## src/rtl/wb_regfile_if.sv

```systemverilog
// Writeback/register-file bus: MEM-stage writeback inputs, decode read ports, commit status.
// The master drives writeback and read addresses; the slave (wb_regfile) returns data and status.
interface wb_regfile_if #(
   parameter int DSIZE = 16,
   parameter int ASIZE = 4,
   parameter int CNTW  = 16
);
   logic [DSIZE-1:0] aluout_in;
   logic [DSIZE-1:0] mem_rdata_in;
   logic [ASIZE-1:0] waddr_in;
   logic             write_en_in;
   logic             mem_to_reg_in;
   logic [ASIZE-1:0] raddr1;
   logic [ASIZE-1:0] raddr2;
   logic [DSIZE-1:0] rdata1;
   logic [DSIZE-1:0] rdata2;
   logic [DSIZE-1:0] wb_data;
   logic             commit;
   logic [CNTW-1:0]  commit_cnt;

   modport master (
      output aluout_in, mem_rdata_in, waddr_in, write_en_in, mem_to_reg_in,
      output raddr1, raddr2,
      input  rdata1, rdata2, wb_data, commit, commit_cnt
   );

   modport slave (
      input  aluout_in, mem_rdata_in, waddr_in, write_en_in, mem_to_reg_in,
      input  raddr1, raddr2,
      output rdata1, rdata2, wb_data, commit, commit_cnt
   );
endinterface

```

## src/rtl/wb_regfile.sv

```systemverilog
// Writeback select, architectural register file with two combinational read ports and a
// saturating commit counter. Define WB_BYPASS_EN for same-cycle write-to-read forwarding.
module wb_regfile #(
   parameter int DSIZE = 16,
   parameter int ASIZE = 4,
   parameter int CNTW  = 16
) (
   input  logic         clk,
   input  logic         rst,
   wb_regfile_if.slave  bus
);
   localparam int DEPTH = 1 << ASIZE;

   logic [DEPTH-1:0][DSIZE-1:0] regs_q, regs_d;
   logic [CNTW-1:0]             cnt_q, cnt_d;
   logic [DSIZE-1:0]            wb_data;
   logic                        commit;

   logic [1:0][ASIZE-1:0]       raddr;
   logic [1:0][DSIZE-1:0]       rdata;

   assign wb_data = bus.mem_to_reg_in ? bus.mem_rdata_in : bus.aluout_in;
   // Address 0 is never written, so entry 0 of the array stays zero out of reset.
   assign commit  = bus.write_en_in && (bus.waddr_in != '0) && !rst;

   always_comb begin
      regs_d = regs_q;
      cnt_d  = cnt_q;
      if (commit) begin
         regs_d[bus.waddr_in] = wb_data;
         if (cnt_q != {CNTW{1'b1}}) begin
            cnt_d = cnt_q + 1'b1;
         end
      end
   end

   always_ff @(posedge clk) begin
      if (rst) begin
         regs_q <= '0;
         cnt_q  <= '0;
      end else begin
         regs_q <= regs_d;
         cnt_q  <= cnt_d;
      end
   end

   assign raddr[0] = bus.raddr1;
   assign raddr[1] = bus.raddr2;

   genvar gi;
   generate
      for (gi = 0; gi < 2; gi++) begin : g_rport
         always_comb begin
            rdata[gi] = regs_q[raddr[gi]];
            if (raddr[gi] == '0) begin
               rdata[gi] = '0;
            end
`ifdef WB_BYPASS_EN
            else if (commit && (raddr[gi] == bus.waddr_in)) begin
               rdata[gi] = wb_data;
            end
`endif
         end
      end
   endgenerate

   assign bus.rdata1     = rdata[0];
   assign bus.rdata2     = rdata[1];
   assign bus.wb_data    = wb_data;
   assign bus.commit     = commit;
   assign bus.commit_cnt = cnt_q;
endmodule

```

## src/flat_wrapper.sv

```systemverilog
// flat-port wrapper written by rule: the top's interface ports become plain ports
module wb_regfile_flat 
#(
   parameter int DSIZE = 16,
   parameter int ASIZE = 4,
   parameter int CNTW  = 16
)
  (clk, rst, bus_aluout_in, bus_mem_rdata_in, bus_waddr_in, bus_write_en_in, bus_mem_to_reg_in, bus_raddr1, bus_raddr2, bus_rdata1, bus_rdata2, bus_wb_data, bus_commit, bus_commit_cnt);
  wb_regfile_if #(.DSIZE(DSIZE), .ASIZE(ASIZE), .CNTW(CNTW)) bus_i ();
  input  logic clk;
  input  logic rst;
  input wire logic [$bits(bus_i.aluout_in)-1:0] bus_aluout_in;
  input wire logic [$bits(bus_i.mem_rdata_in)-1:0] bus_mem_rdata_in;
  input wire logic [$bits(bus_i.waddr_in)-1:0] bus_waddr_in;
  input wire logic [$bits(bus_i.write_en_in)-1:0] bus_write_en_in;
  input wire logic [$bits(bus_i.mem_to_reg_in)-1:0] bus_mem_to_reg_in;
  input wire logic [$bits(bus_i.raddr1)-1:0] bus_raddr1;
  input wire logic [$bits(bus_i.raddr2)-1:0] bus_raddr2;
  output wire logic [$bits(bus_i.rdata1)-1:0] bus_rdata1;
  output wire logic [$bits(bus_i.rdata2)-1:0] bus_rdata2;
  output wire logic [$bits(bus_i.wb_data)-1:0] bus_wb_data;
  output wire logic [$bits(bus_i.commit)-1:0] bus_commit;
  output wire logic [$bits(bus_i.commit_cnt)-1:0] bus_commit_cnt;
  assign bus_i.aluout_in = bus_aluout_in;
  assign bus_i.mem_rdata_in = bus_mem_rdata_in;
  assign bus_i.waddr_in = bus_waddr_in;
  assign bus_i.write_en_in = bus_write_en_in;
  assign bus_i.mem_to_reg_in = bus_mem_to_reg_in;
  assign bus_i.raddr1 = bus_raddr1;
  assign bus_i.raddr2 = bus_raddr2;
  assign bus_rdata1 = bus_i.rdata1;
  assign bus_rdata2 = bus_i.rdata2;
  assign bus_wb_data = bus_i.wb_data;
  assign bus_commit = bus_i.commit;
  assign bus_commit_cnt = bus_i.commit_cnt;
  wb_regfile #(.DSIZE(DSIZE), .ASIZE(ASIZE), .CNTW(CNTW)) u_core (.clk(clk), .rst(rst), .bus(bus_i));
endmodule
```

## config.mk

```make
export PLATFORM = sky130hd
export DESIGN_NAME = wb_regfile_flat
export DESIGN_NICKNAME = d
export VERILOG_FILES = /design/src/rtl/wb_regfile_if.sv /design/src/rtl/wb_regfile.sv /design/src/flat_wrapper.sv
export SDC_FILE = /design/constraint.sdc
export NUM_CORES = 1
export LEC_CHECK = 0
export BUFFER_PORTS_ARGS = -buffer_cell sky130_fd_sc_hd__buf_2
export CAP_MARGIN = 20
export CORE_MARGIN = 3
export CORE_UTILIZATION = 46
export CTS_CLUSTER_SIZE = 28
export DETAILED_ROUTE_END_ITERATION = 6
export GPL_TIMING_DRIVEN = 0
export PLACE_DENSITY = 0.73
export SYNTH_ARGS = -nofsm -noshare
export SYNTH_HDL_FRONTEND = slang
export SYNTH_SLANG_ARGS = --single-unit
```

## constraint.sdc

```tcl
create_clock -name clk -period 4.3 [get_ports clk]
set_clock_uncertainty 0.15 [all_clocks]
set_input_delay 0.86 -clock clk [delete_from_list [all_inputs] [get_ports clk]]
set_output_delay 0.86 -clock clk [all_outputs]
set_load 0.02 [all_outputs]
```

# == Word level (Yosys, flattened, before mapping) ==
# Index checks and enable logic that the tools add are counted.
# classes
addsub,1
mul,0
div_mod_pow,0
order_cmp,4
n_eq_ne,1
n_shift,0
mux,10
n_bitwise,0
n_reduce_logical,8
# ops
cell,n
bitwise mux 256 bit,1
binary-select mux 16 bit (select 4 bit),2
two-way mux 16 bit,6
demux 16 bit (select 4 bit),1
"adder 16 x 1 -> 16 bit, second input constant",1
"inequality test 16 bit, second input constant",1
"< comparator 4 x 5 -> 1 bit, second input constant",3
logical NOT 4 bit,2
">= comparator 4 x 1 -> 1 bit, second input constant",1
nonzero test 4 bit,1
logical AND 1 bit,3
AND reduction 2 bit,1
logical NOT 1 bit,1
# word_totals
register_bits,272
latchBits,0
ramBits,0
mem_bits_ro,0
input_bits,48
word_cells,41
n_memories,0

# == Logic depth before layout (Yosys ltp) ==
# Gate-level depths: netlist (run 1).
# depth
depth_word,5
depth_mapped,7

# == Worst setup path before layout (run 1) ==
# Ideal clock, no wire load.
# synth_path
path_kind,input port to output port
start,in bus_raddr1[0]
end,out bus_rdata1[3]
arrival_ps,2593
required_time_ps,3290
setup_slack_ps,697
cell_stages,7
path_buffers,3
path_cell_list,buf_2 -> buf_2 -> buf_2 -> mux2i_1 -> a221oi_1 -> a21oi_1 -> o21ai_0
# synth_via
elab_chain_cells,3
word_cells_on_any_way,4
cone_classes,mux (3); reduce/logical (1)
# synth_lines
element,line_no,source
start: declaration,flat_wrapper.sv:17,input wire logic [$bits(bus_i.raddr1)-1:0] bus_raddr1;
binary-select mux 16 bit (select 4 bit),wb_regfile.sv:54,rdata[gi] = regs_q[raddr[gi]];
two-way mux 16 bit (implied by the code),wb_regfile.sv:54,
two-way mux 16 bit *,wb_regfile.sv:55,if (raddr[gi] == '0) begin
end: declaration,flat_wrapper.sv:19,output wire logic [$bits(bus_i.rdata1)-1:0] bus_rdata1;
# Mark *: on every way between the ends. The rest lies on a longest branch, timed or not. The select of a mux whose other input is x is not followed.

# == Worst setup path after layout (run 1) ==
# layout_path
start,in bus_raddr2[0]
end,out bus_rdata2[2]
# layout_via
elab_chain_cells,3
word_cells_on_any_way,4
cone_classes,mux (3); reduce/logical (1)
# layout_lines
element,line_no,source
start: declaration,flat_wrapper.sv:18,input wire logic [$bits(bus_i.raddr2)-1:0] bus_raddr2;
binary-select mux 16 bit (select 4 bit),wb_regfile.sv:54,
two-way mux 16 bit (implied by the code),wb_regfile.sv:54,
two-way mux 16 bit *,wb_regfile.sv:55,
end: declaration,flat_wrapper.sv:20,output wire logic [$bits(bus_i.rdata2)-1:0] bus_rdata2;
# Marked as above.

==> metrics, run 1 <==
status completed; first-pass GRT wire length around 70000 um; Slowest cell on crit path buf_2; Slew HR approximately 25%; RePlAce Congestion 0.998; cell with the most instances after synthesis dfxtp_1; largest net degree at the start of global routing 16; core area between 0.02 and 0.03 mm2; Internal about 4.4 mW; area leader, netlist dfxtp_1; Seq pwr share between 40% and 50%; clock sinks around 270; Clock Power Share between 40% and 50%; ys async rst share 0%; WHS 0.330 ns; synthesized cell area roughly 0.014 mm2; syn nets 1417; Hold Crit Endpoint u_core.regs_q[10]$_SDFFE_PP0P_; # placed instances 1857; final setup fails 0; hold path depth 1; RSZ-0062 raised after global routing true; worst path arrival time around 3.3 ns; Most used DFF post-synth dfxtp_1; final wirelength around 47000 um; final HPWL from detailed placement roughly 36000 um; number of synthesized flops with an enable pin 0; Worst R2R Setup Slack about 1.9 ns; I/O Buffers around 110; Avg Inst Size Synth 9.88 um2; max-cap viol count 0; Area contributors post-synth dfxtp_1, mux4_2, a211oi_1, nor2_1, mux2i_1; Power Dens Cells 379 mW/mm2; worst-margin pin slew between 1 and 1.5 ns; Gate Count Post-Synth 1368; critical path endpoint category output pin; Die H around 180 um; gr ovfl total 0; R2R depth 6; DR pass1 iterations 6; area of the die about 0.031 mm2; type of the worst setup path in -> out; Critical Path Max Stage Delay approximately 0.4 ns; Startpoint Class input pin; Switching Share 26.4%; post-synth top area share between 40% and 50%; Final min period about 4.3 ns; Comb pwr share 10.8%; fin crit share between 90 and 100%; Post-synth top cells dfxtp_1, a211oi_1, nor2_1; die width ~180 um; Max clock buf depth 3; HP Class reg -> reg; via/cell ratio between 6 and 7; Yosys reg bits between 200 and 300; Synth Warn # 0; antenna cells 0; I/O pin cnt between 100 and 150; post-route ant nets 0; register area share after synthesis 40.3%; Non-Filler Instances 1913; WL per Instance roughly 25 um; Final Hold Fails 0; Worst R2R End u_core.bus.commit_cnt[4]$_SDFFE_PP0P_; detailed-route via count ~12000; worst path required time approximately 3.3 ns; CP Launch Point bus_raddr2[0]; fmax ~0.23 GHz; antenna violations before repair 0; Clock Pin Slew Worst Setup and Hold Paths approximately 0.060 ns; most used cell, CP buf_2; hold buffers post-CTS 0; layout overhead on the synthesized area 15.8%; critical-path cell list buf_2 -> buf_4 -> buf_2 -> mux2i_1 -> a221oi_2 -> a22oi_1 -> a21oi_1 -> buf_2; Slew Viols, Final 0; Final nets ~1600; root buffer cell clkbuf_16; clock latency at the later pin of the worst-skew pair 0.58 ns; worst vdd ir 0.327 mV; Initial Utilization a little under half; hold path start u_core.regs_q[10]$_SDFFE_PP0P_; critical-path maximum fanout 10; Leak Pwr approximately 5.3 nW; drc violations 0; H-tree depth 1; CTS Buf Count 30; Sw Pwr approximately 1.6 mW; row count 62; distinct cell type count after synthesis 43; Starting DRT DRC Count around 1700; CTS tree yes; all-layer global routing usage between 20% and 30%; share of cells above drive strength 1 about a fifth; R2R Path Start u_core.bus.commit_cnt[0]$_SDFFE_PP0P_; vias in the first global route between 10000 and 15000
[registers in the layout (all words and copies together), names as in the netlist]
| signal | flops |
|---|---|
| u_core.bus.commit_cnt | 16 |
| u_core.regs_q | 256 |
[worst max-delay path: cells and delay by family]
kind / cells / cell delay (ns)
buf+inv: 4 / 1.25
compound gates: 3 / 0.92
mux: 1 / 0.19
[how the worst max path moves through the flow]
stage / cells after the start / endpoint / slack, ns
2_1_floorplan: 7 / bus_rdata1[3] / 0.70
3_3_place_gp: 7 / bus_rdata1[3] / -0.45
3_5_place_dp: 7 / bus_rdata1[3] / -0.46
4_1_cts: 7 / bus_rdata1[1] / 0.01
5_1_grt: 8 / bus_rdata2[2] / -0.03
6_report: 8 / bus_rdata2[2] / 0.04
[power groups by stage]
stage | Sequential [mW] | Clock (mW) | Combinational (mW)
6_report | 2.57 | 2.72 | 0.643
5_1_grt | 2.58 | 2.82 | 0.679
4_1_cts | 2.57 | 2.72 | 0.623
3_5_place_dp | 2.63 | 0 | 0.619
3_3_place_gp | 2.63 | 0 | 0.611
2_1_floorplan | 2.62 | 0 | 0.393
[cell families after synthesis]
kind of cell,Yosys count,synth area share [%]
AOI/OAI and AO/OA,389,21.0
adders and majority gates,1,0.0926
buffers and inverters,170,4.87
DFF,272,40.3
muxes,180,22.3
and+or+nand+nor,356,11.5
[area by class of cell]
cell class,instances,area (um2)
sequential,272,5450
tap,384,480
multi-input combinational,926,7440
inverter,25,93.8
buffer,145,612
clock inverter,15,193
fill,2604,13200
clock buffer,39,845
timing repair buffer,107,536
[routing by layer]
| metal | track usage [%] | wire (um) | share of wire [%] | up-vias |
|---|---|---|---|---|
| li1 | - | - | - | 5504 |
| met1 | 39.0 | 17900 | 38 | 6005 |
| met2 | 48.5 | 22100 | 47 | 805 |
| met3 | 6.25 | 5490 | 12 | 151 |
| met4 | 11.5 | 1890 | 4.0 | 0 |
| met5 | 0 | 0 | 0 | - |
[cells in the final DEF, fill, tap and decap left out, drive strengths merged, types with 7 or more instances in the layout]
master / n
dfxtp: 272
nor2: 260
a211oi: 260
clkbuf: 166
buf: 122
mux4: 96
mux2i: 80
a21oi: 52
a221oi: 31
nor2b: 24
inv: 24
nand2: 19
clkinv: 11
nor3: 9
a22oi: 9
o21ai: 8
a32o: 7
o21bai: 7
nor4: 7
[repair_timing]
action,CTS,global route
gates resized for setup,12,17
buffers inserted,0,0
setup endpoints to repair,29,24
cloned,0,0
hold endpoints to repair,0,0
[metrics by stage]
step | power [mW] | instance area (um2) | TNS (ns) | setup slack, ns | util (%)
detailed placement | 3.25 | 14500 | -8.25 | -0.460 | 50.3
finish | 5.94 | 15600 | 0 | 0.0390 | 54.2
global route | 6.08 | 15600 | -0.0521 | -0.0295 | 54.2
floorplan | 3.01 | 13500 | 0 | 0.697 | -
global placement | 3.24 | 14500 | -7.59 | -0.448 | 50.3
CTS | 5.91 | 15600 | 0 | 0.0100 | 54.0
(Power assumes the default switching activity.)
==> run 2, diff against run 1 <==
--- a/config.mk
+++ b/config.mk
@@ -8,11 +8,12 @@
 export BUFFER_PORTS_ARGS = -buffer_cell sky130_fd_sc_hd__buf_2
 export CAP_MARGIN = 20
 export CORE_MARGIN = 3
-export CORE_UTILIZATION = 46
+export CORE_UTILIZATION = 35
 export CTS_CLUSTER_SIZE = 28
 export DETAILED_ROUTE_END_ITERATION = 6
 export GPL_TIMING_DRIVEN = 0
-export PLACE_DENSITY = 0.73
+export MAX_ROUTING_LAYER = met4
+export PLACE_DENSITY = 0.6
 export SYNTH_ARGS = -nofsm -noshare
 export SYNTH_HDL_FRONTEND = slang
 export SYNTH_SLANG_ARGS = --single-unit
==> run 2 against run 1 <==
  * The flow now finishes with violations (DRC, setup timing)
  * Utilization is 12 points lower
  * Register-to-register slack improved by 0.07 ns
  * Critical path depth fell by 1
  * Non-clock buffer count is 3 higher
  * Combinational power is 13% higher
  * Hold slack better by 0.0030 ns
  * Largest cell class unchanged
==> metrics, run 2 (synthesized netlist as in run 1, its figures left out) <==
clock sinks 272; H-tree depth 1; Max clock buf depth 3; worst-margin pin slew 1.21 ns; Finished Cell Area 0.0160 mm2; fin crit share 101%; Slowest cell on crit path buf_2; Largest delay share family, worst path buffers and inverters; worst vdd ir approximately 0.32 mV; gr ovfl total 0; area of the die ~0.04 mm2; Seq pwr share a little over two fifths; critical path endpoint category output pin; DR top layer met4; status finished, violations left; met3 wire length just over 6000 um; DP Area about 0.015 mm2; worst path arrival time between 3 and 4 ns; I/O Buffers roughly 110; Final Hold Fails 0; Die H just over 200 um; root buffer cell clkbuf_16; RSZ-0062 raised after global routing false; core area approximately 0.038 mm2; detailed-route via count ~13000; largest net degree at the start of global routing 16; critical-path maximum fanout 10; DRT met1 WL around 23000 um; # Post-CTS Setup Buffers 0; critical-path cell list clkbuf_1 -> buf_2 -> clkbuf_2 -> mux4_2 -> a21oi_1 -> a21oi_1 -> buf_2; die width 202 um; Final nets roughly 1600; WHS roughly 0.33 ns; Leak Pwr between 5 and 6 nW; most frequent cells in the layout dfxtp_1, nor2_1, a211oi_1, buf_2, clkbuf_1; failing checks DRC, setup timing; HP Class reg -> reg; share of cells above drive strength 1 around 20%; all-layer global routing usage 28.1%; post-route ant nets 0; Slew Viols, Final 0; Filler cells 3765; Sw Pwr about 1.6 mW; pre-CTS setup slack -0.624 ns; Switching Share 27.2%; type of the worst setup path in -> out; I/O pin cnt ~110; antenna violations before repair 1; clock latency at the later pin of the worst-skew pair slightly below 0.6 ns; final setup fails 2; commonest non-fill, non-tap cell in the layout dfxtp_1; Power Total approximately 6.0 mW; Clock Power Share between 40% and 50%; CTS tree yes; drc violations 2; hold buffers post-CTS 0; vias in the first global route ~12000; WL per Instance roughly 28 um; Final min period 4.35 ns; layout overhead on the synthesized area 18.1%; Power Dens Cells ~380 mW/mm2; CP Buf/Inv Count 4; DR pass1 iterations 7; Critical Path Max Stage Delay approximately 0.52 ns; max-cap viol count 0; final HPWL from detailed placement 43000 um; row count 71; Startpoint Class input pin; Clock Pin Slew Worst Setup and Hold Paths approximately 0.060 ns; Largest register FFs approximately 260; via/cell ratio roughly 6.2; largest register by flop count u_core.regs_q; fmax roughly 0.23 GHz; Comb pwr share between 10% and 20%; CTS Buf Count 29; Final WS setup -0.0529 ns; Routed met2 length ~25000 um; first-pass GRT wire length just over 80000 um; Starting DRT DRC Count 1511; RePlAce Congestion roughly 1.0; Internal 4.40 mW; Final Util around 42%; Initial Utilization between 30% and 40%; Slew HR about 17%; worst path required time roughly 3.3 ns; final wirelength ~57000 um
-- run 2: cell count changes in the layout (fill, tap and decap cells not counted), sizes merged --
cell	change
buf	+9
clkinv	-4
clkdlybuf4s15	-2
clkbuf	+1
clkinvlp	-1
diode	+1
-- run 2: timing repair --
item | in CTS | in global routing
gates resized for setup | 29 | 24
setup endpoints to repair | 34 | 25
gates cloned | 0 | 0
-- run 2: worst paths after layout --
| kind | from | end | slack, ns | depth (start not counted) |
|---|---|---|---|---|
| worst max register to register | u_core.bus.commit_cnt[12]$_SDFFE_PP0P_ | u_core.bus.commit_cnt[4]$_SDFFE_PP0P_ | 1.94 | 5 |
| worst min register to register | u_core.regs_q[6]$_SDFFE_PP0P_ | u_core.regs_q[6]$_SDFFE_PP0P_ | 0.33 | 1 |
| worst max-delay path | bus_raddr1[1] | bus_rdata1[12] | -0.05 | 7 |
| worst min-delay path | u_core.regs_q[6]$_SDFFE_PP0P_ | u_core.regs_q[6]$_SDFFE_PP0P_ | 0.33 | 1 |
-- run 2: stage by stage --
step / instances / setup TNS (ns)
after global placement: 1984 / -15.19
after CTS: 2045 / -0.0471
after floorplan: 1368 / 0
after detailed placement: 1992 / -12.41
after global routing: 2044 / 0
final: 2044 / -0.0694
-- run 2: area by class of cell --
| cell class | instances | area (um2) | area share, % |
|---|---|---|---|
| clock inverter | 10 | 165 | 1.04 |
| tap | 511 | 639 | 4.01 |
| multi-input combinational | 926 | 7550 | 47.3 |
| sequential | 272 | 5450 | 34.1 |
| timing repair buffer | 113 | 593 | 3.72 |
| antenna | 1 | 2.50 | 0.0157 |
| buffer | 142 | 592 | 3.71 |
| inverter | 25 | 93.8 | 0.588 |
| clock buffer | 44 | 872 | 5.47 |
-- run 2: power groups by stage --
stage | Combinational [mW] | Clock (mW) | Sequential (mW)
after detailed placement | 0.692 | 0 | 2.63
after global routing | 0.756 | 2.87 | 2.58
after global placement | 0.679 | 0 | 2.63
after CTS | 0.704 | 2.76 | 2.57
final | 0.727 | 2.74 | 2.57
after floorplan | 0.393 | 0 | 2.62
-- run 2: metal layers --
metal | up-vias | GRT usage [%]
li1 | 5493 | -
met1 | 6206 | 37.2
met2 | 744 | 41.7
met3 | 146 | 6.67
met4 | 0 | 11.3
met5 | - | -
